[src/rtl/sieve_pkg.sv]
// Shared definitions for the prime sieve pipeline: widths, first prime and scanner states.
package sieve_pkg;

    localparam int ADDR_W      = 10;
    localparam int CNT_W       = 8;
    localparam int FIRST_PRIME = 2;

    typedef enum logic [1:0] {
        IDLE,
        SCAN,
        DONE
    } scan_state_t;

endpackage

[src/rtl/prime_fifo2.sv]
// Two-entry synchronous FIFO with a registered head; push and pop may share a cycle.
module prime_fifo2 #(
    parameter int W = 10
) (
    input  logic         clock,
    input  logic         reset,
    input  logic         push,
    input  logic [W-1:0] push_data,
    input  logic         pop,
    output logic [W-1:0] head,
    output logic [1:0]   count,
    output logic         full,
    output logic         empty
);

    logic [W-1:0] head_q, head_d;
    logic [W-1:0] tail_q, tail_d;
    logic [1:0]   count_q, count_d;
    logic         do_pop;
    logic         do_push;

    // Next-state for the two storage slots; the head slot always holds the oldest entry.
    always_comb begin
        head_d  = head_q;
        tail_d  = tail_q;
        count_d = count_q;
        do_pop  = pop && (count_q != 2'd0);
        do_push = push && ((count_q != 2'd2) || do_pop);
        case ({do_push, do_pop})
            2'b10: begin
                if (count_q == 2'd0) begin
                    head_d = push_data;
                end else begin
                    tail_d = push_data;
                end
                count_d = 2'(count_q + 2'd1);
            end
            2'b01: begin
                head_d  = tail_q;
                count_d = 2'(count_q - 2'd1);
            end
            2'b11: begin
                if (count_q == 2'd1) begin
                    head_d = push_data;
                end else begin
                    head_d = tail_q;
                    tail_d = push_data;
                end
            end
            default: begin
            end
        endcase
    end

    // Storage and occupancy registers.
    always_ff @(posedge clock or posedge reset) begin
        if (reset) begin
            head_q  <= '0;
            tail_q  <= '0;
            count_q <= 2'd0;
        end else begin
            head_q  <= head_d;
            tail_q  <= tail_d;
            count_q <= count_d;
        end
    end

    assign head  = head_q;
    assign count = count_q;
    assign full  = (count_q == 2'd2);
    assign empty = (count_q == 2'd0);

endmodule

[src/rtl/prime_scanner.sv]
// Walks the sieve RAM from 2 to max_prime and streams unmarked indices out in order,
// using a one-deep read pipeline and a 2-entry buffer sized by read credits.
module prime_scanner #(
    parameter int ADDR_W     = sieve_pkg::ADDR_W,
    parameter int CNT_W      = sieve_pkg::CNT_W,
    parameter int FIFO_DEPTH = 2
) (
    input  logic              clock,
    input  logic              reset,
    input  logic              start_scan,
    input  logic [ADDR_W-1:0] max_prime,
    output logic              ram_rden,
    output logic [ADDR_W-1:0] ram_rdaddr,
    input  logic              ram_q,
    output logic              prime_valid,
    output logic [ADDR_W-1:0] prime_value,
    input  logic              prime_ready,
    output logic [CNT_W-1:0]  prime_count,
    output logic              busy,
    output logic              scan_done
);

    import sieve_pkg::*;

    scan_state_t       state_q, state_d;
    logic [ADDR_W-1:0] max_lat_q, max_lat_d;
    logic [ADDR_W:0]   next_idx_q, next_idx_d;
    logic              inflight_q, inflight_d;
    logic [ADDR_W-1:0] ret_addr_q, ret_addr_d;
    logic [CNT_W-1:0]  prime_count_q, prime_count_d;

    logic              in_scan;
    logic              idx_left;
    logic              pop;
    logic              push;
    logic              issue;
    logic [2:0]        occupancy;
    logic              scan_finished;

    logic [ADDR_W-1:0] fifo_head;
    logic [1:0]        fifo_count;
    logic              fifo_full;
    logic              fifo_empty;

    prime_fifo2 #(
        .W(ADDR_W)
    ) u_fifo (
        .clock    (clock),
        .reset    (reset),
        .push     (push),
        .push_data(ret_addr_q),
        .pop      (pop),
        .head     (fifo_head),
        .count    (fifo_count),
        .full     (fifo_full),
        .empty    (fifo_empty)
    );

    // Read issue and completion decode: a read is only issued if its result is guaranteed a slot.
    always_comb begin
        in_scan   = (state_q == SCAN);
        idx_left  = (next_idx_q <= {1'b0, max_lat_q});
        pop       = !fifo_empty && prime_ready;
        push      = inflight_q && !ram_q;
        occupancy = 3'(fifo_count) + 3'(inflight_q) - 3'(pop);
        issue     = in_scan && idx_left && (occupancy < 3'(FIFO_DEPTH));
        scan_finished = in_scan && !idx_left && !push && (fifo_empty || (pop && !fifo_full));
    end

    // FSM next state plus index, read-tracking and prime-count updates.
    always_comb begin
        state_d       = state_q;
        max_lat_d     = max_lat_q;
        next_idx_d    = next_idx_q;
        inflight_d    = issue;
        ret_addr_d    = ret_addr_q;
        prime_count_d = prime_count_q;
        if (issue) begin
            ret_addr_d = next_idx_q[ADDR_W-1:0];
            next_idx_d = next_idx_q + 1'b1;
        end
        if (pop) begin
            prime_count_d = prime_count_q + 1'b1;
        end
        case (state_q)
            IDLE: begin
                if (start_scan) begin
                    state_d       = SCAN;
                    max_lat_d     = max_prime;
                    next_idx_d    = (ADDR_W + 1)'(FIRST_PRIME);
                    prime_count_d = '0;
                end
            end
            SCAN: begin
                if (scan_finished) begin
                    state_d = DONE;
                end
            end
            DONE: begin
                state_d = IDLE;
            end
            default: begin
                state_d = IDLE;
            end
        endcase
    end

    // State and datapath registers.
    always_ff @(posedge clock or posedge reset) begin
        if (reset) begin
            state_q       <= IDLE;
            max_lat_q     <= '0;
            next_idx_q    <= '0;
            inflight_q    <= 1'b0;
            ret_addr_q    <= '0;
            prime_count_q <= '0;
        end else begin
            state_q       <= state_d;
            max_lat_q     <= max_lat_d;
            next_idx_q    <= next_idx_d;
            inflight_q    <= inflight_d;
            ret_addr_q    <= ret_addr_d;
            prime_count_q <= prime_count_d;
        end
    end

    assign ram_rden    = issue;
    assign ram_rdaddr  = issue ? next_idx_q[ADDR_W-1:0] : '0;
    assign prime_valid = !fifo_empty;
    assign prime_value = fifo_head;
    assign prime_count = prime_count_q;
    assign busy        = in_scan;
    assign scan_done   = (state_q == DONE);

endmodule
[config.mk]
export PLATFORM = sky130hd
export DESIGN_NAME = prime_scanner
export DESIGN_NICKNAME = d
export VERILOG_FILES = /design/src/rtl/sieve_pkg.sv /design/src/rtl/prime_fifo2.sv /design/src/rtl/prime_scanner.sv
export SDC_FILE = /design/constraint.sdc
export NUM_CORES = 1
export LEC_CHECK = 0
export ABC_CLOCK_PERIOD_IN_PS = 3500
export CAP_MARGIN = 20
export CORE_ASPECT_RATIO = 1.2
export CORE_MARGIN = 2
export CORE_UTILIZATION = 49
export DETAILED_ROUTE_END_ITERATION = 10
export PLACE_DENSITY = 0.87
export SETUP_SLACK_MARGIN = 0.4
export SYNTH_ARGS = -nofsm -noshare
export SYNTH_HDL_FRONTEND = slang
export SYNTH_SLANG_ARGS = --single-unit
[constraint.sdc]
create_clock -name clock -period 3.5 [get_ports clock]
set_clock_uncertainty 0.05 [all_clocks]
set_input_delay 0.7 -clock clock [delete_from_list [all_inputs] [get_ports clock]]
set_output_delay 0.7 -clock clock [all_outputs]
set_load 0.005 [all_outputs]
==> out/qor.yml, run 1 <==
cells_and_area:
  final_cell_mix: "dfrtp_1, nand2_1, clkdlybuf4s50_1, buf_4, o21ai_0"
  layout.nets: 436
  final_common_cell: "dfrtp_1"
  final_cells: 496
  area_delta_synth_final_pct: 35.1
  postLayoutCellArea_um2: 4530
  utilization: 0.672
  drive_gt1_frac: 0.281
  n_antenna_cell: 0
yosys:
  synth_seq_cells: 64
  synth_seq_area_share: 0.478
  synth_warnings: 0
  syn_area_um2: 3350
  synth_edf_count: 0
  synth_cell_types: 45
  synth_area_per_cell_um2: 10.6
  syn_nets: 349
  ys.flop_type: "dfrtp_1"
  synthArstFlopShare: 1.00
  syn_inst: 317
grt:
  grt_pass1_vias: 2665
  grt_usage: 0.228
  antenna_found_initial: 0
  overflow: 0
  grt_first_pass_wirelength_um: 12900
  grt_max_degree: 31
floorplan:
  core_um2: 6730
  die-area_um2: 7520
  row_count: 33
  die_x_um: 79.5
  io-pin-count: 47
  initial_core_util: 0.498
  fp.dieH_um: 94.6
placed_design:
  placement.io_buffers: 46
  dp_hpwl_um: 5350
  placed_cells: 459
  globalplace.congestion: 0.901
  dpl-instance-area_um2: 4060
worst_setup_path:
  critPathRequiredTime_ns: 2.75
  critPathMaxFanout: 4
  crit_type: "reg2out"
  start_kind: "flop"
  critPathCaptureType: "output port"
  arrival_ns: 2.98
clocking:
  cts_buffer_depth: 2
  cts_root_buffer: "clkbuf_8"
  htree_levels: 3
  tritoncts: "done"
  hold_buffers: 0
  clkLatencyLatePin_ns: 0.36
  numCtsBuffers: 9
  clk_pin_slew_worst_paths_ns: 0.07
  clock-sinks: 64
timing:
  setup_viol: 11
  maxSlewHeadroom: 0.377
  fmax_mhz: 268
  maxSlewViolCount: 0
  rsz0062_at_grt: "true"
  finalCritPeriodShare: 1.07
  finalWorstSetupSlack_ns: -0.229
  worstMarginPinSlew_ns: 0.934
  layout_min_cycle_time_ns: 3.73
  hold_violations: 0
pwr:
  p_leak_nw: 2.16
  total_power_mw: 4.08
  powerDensity_nw_per_um2: 903
  vdd_ir_drop_max_uv: 446
drt:
  wl_per_cell_um: 17.8
  routed_wl_um: 8840
  drt_iter0_markers: 209
  viasPerCell: 5.54
  drc_errors: 0
  vias: 2749
  antenna_left: 0
  drt_first_pass_iters: 4
hold_path:
  hold_path_class: "reg2reg"
run_status:
  run_status: "finished with violations"
  violations: "setup timing"
job:
  max_cap_viol_count: 0
[worst max-delay path, stage by stage, from the launching register on]
cell      delay, ns
dfrtp_2        0.39
inv_2          0.06
ha_4           0.18
nor2b_4        0.14
ha_4           0.21
nand2b_4       0.14
fa_2           0.37
xnor2_2        0.16
and3_4         0.20
o21ai_2        0.06
a21o_4         0.24
inv_8          0.07
buf_6          0.09
buf_6          0.09
and2_4         0.13
buf_6          0.08
[metrics by stage]
| step | setup WS (ns) | setup TNS, ns | hold slack [ns] |
|---|---|---|---|
| floorplan | -0.0123 | -0.101 | 0.402 |
| global placement | -0.652 | -6.87 | 0.411 |
| detailed placement | -0.728 | -7.69 | 0.420 |
| CTS | -0.136 | -0.822 | 0.436 |
| global route | -0.303 | -2.70 | 0.445 |
| finish | -0.229 | -1.89 | 0.428 |
[Yosys cell counts (2+ instances only)]
cell type | number | area share
a211oi_1 | 6 | 0.013
and3_1 | 3 | 0.0056
dfrtp_1 | 64 | 0.48
a21oi_1 | 9 | 0.013
nor2_1 | 13 | 0.015
mux2_1 | 5 | 0.017
a21o_1 | 2 | 0.0045
nor2b_1 | 3 | 0.0056
buf_2 | 3 | 0.0045
clkbuf_1 | 7 | 0.0078
o21ai_0 | 25 | 0.037
a2111oi_2 | 2 | 0.0090
or3_1 | 2 | 0.0037
nand4_1 | 9 | 0.017
and2_1 | 11 | 0.021
nand3_1 | 5 | 0.0075
nor3_1 | 2 | 0.0030
mux2i_1 | 22 | 0.066
xnor2_1 | 3 | 0.0078
buf_6 | 2 | 0.0067
nand2_1 | 40 | 0.045
mux2_2 | 10 | 0.034
xor2_1 | 4 | 0.010
ha_1 | 16 | 0.060
inv_1 | 15 | 0.017
mux2_4 | 5 | 0.022
nand2b_1 | 11 | 0.021
[cells by family (layout without fill, tap and decap cells)]
kind of cell / after synthesis / after routing / synth area share
AND/OR/NAND/NOR: 106 / 106 / 0.161
flip-flops: 64 / 64 / 0.478
AO/OA/AOI/OAI: 52 / 52 / 0.0975
multiplexers: 42 / 42 / 0.139
buffers and inverters: 29 / 121 / 0.0407
adder cells (fa/ha/maj): 17 / 17 / 0.0657
XOR/XNOR: 7 / 7 / 0.0183
[sequential cells by signal, indices dropped and copies added (netlist names)]
| register | flops |
|---|---|
| inflight_q | 1 |
| max_lat_q | 10 |
| next_idx_q | 11 |
| prime_count | 8 |
| ret_addr_q | 10 |
| state_q | 2 |
| u_fifo.count | 2 |
| u_fifo.head | 10 |
| u_fifo.tail_q | 10 |
[final cells by class]
cell class,instances,area [um2]
Clock inverter,5,80.1
Timing Repair Buffer,88,818
Tap cell,87,109
Multi-Input combinational cell,224,1700
Timing Repair inverter,1,6.26
Clock buffer,11,141
Fill cell,462,2200
Inverter,16,67.6
Sequential cell,64,1600
[path summary, 6_finish.rpt]
check                                      from        endpoint  slack [ns]  cells after the start
worst min-delay path             u_fifo.head[6]  u_fifo.head[6]        0.43                      2
max in group asynchronous                 reset    max_lat_q[8]        2.01                      3
worst max register to register  u_fifo.count[1]   ret_addr_q[8]        0.39                     16
worst min register to register   u_fifo.head[6]  u_fifo.head[6]        0.43                      2
worst max-delay path            u_fifo.count[1]   ram_rdaddr[5]       -0.23                     15
min in group asynchronous                 reset   next_idx_q[9]        0.69                      2
[layer usage]
metal / vias up / GRT usage / wire length, um / share of wire
met5: - / 0 / 0 / 0
li1: 1280 / - / - / -
met4: 0 / 0.147 / 464 / 0.053
met1: 1344 / 0.256 / 3490 / 0.40
met3: 30 / 0.0526 / 447 / 0.051
met2: 95 / 0.389 / 4430 / 0.50
[repair_timing]
action	4_1_cts	5_1_grt
resized for setup	66	14
pin swaps	10	6
endpoints found under the setup margin	15	15
setup buffers	13	7
gates cloned	1	0
[power by group]
part / switching [mW] / leakage [nW] / internal, mW
registers: 0.168 / 0.792 / 0.927
clock network: 0.304 / 0.106 / 0.419
logic: 1.00 / 1.26 / 1.26
(Power assumes the default switching activity.)
==> run 2, diff against run 1 <==
--- a/config.mk
+++ b/config.mk
@@ -6,7 +6,6 @@
 export NUM_CORES = 1
 export LEC_CHECK = 0
 export ABC_CLOCK_PERIOD_IN_PS = 3500
-export CAP_MARGIN = 20
 export CORE_ASPECT_RATIO = 1.2
 export CORE_MARGIN = 2
 export CORE_UTILIZATION = 49
==> results of run 2 <==
The final DEF is identical to that of run 1; final timing and power are the same.
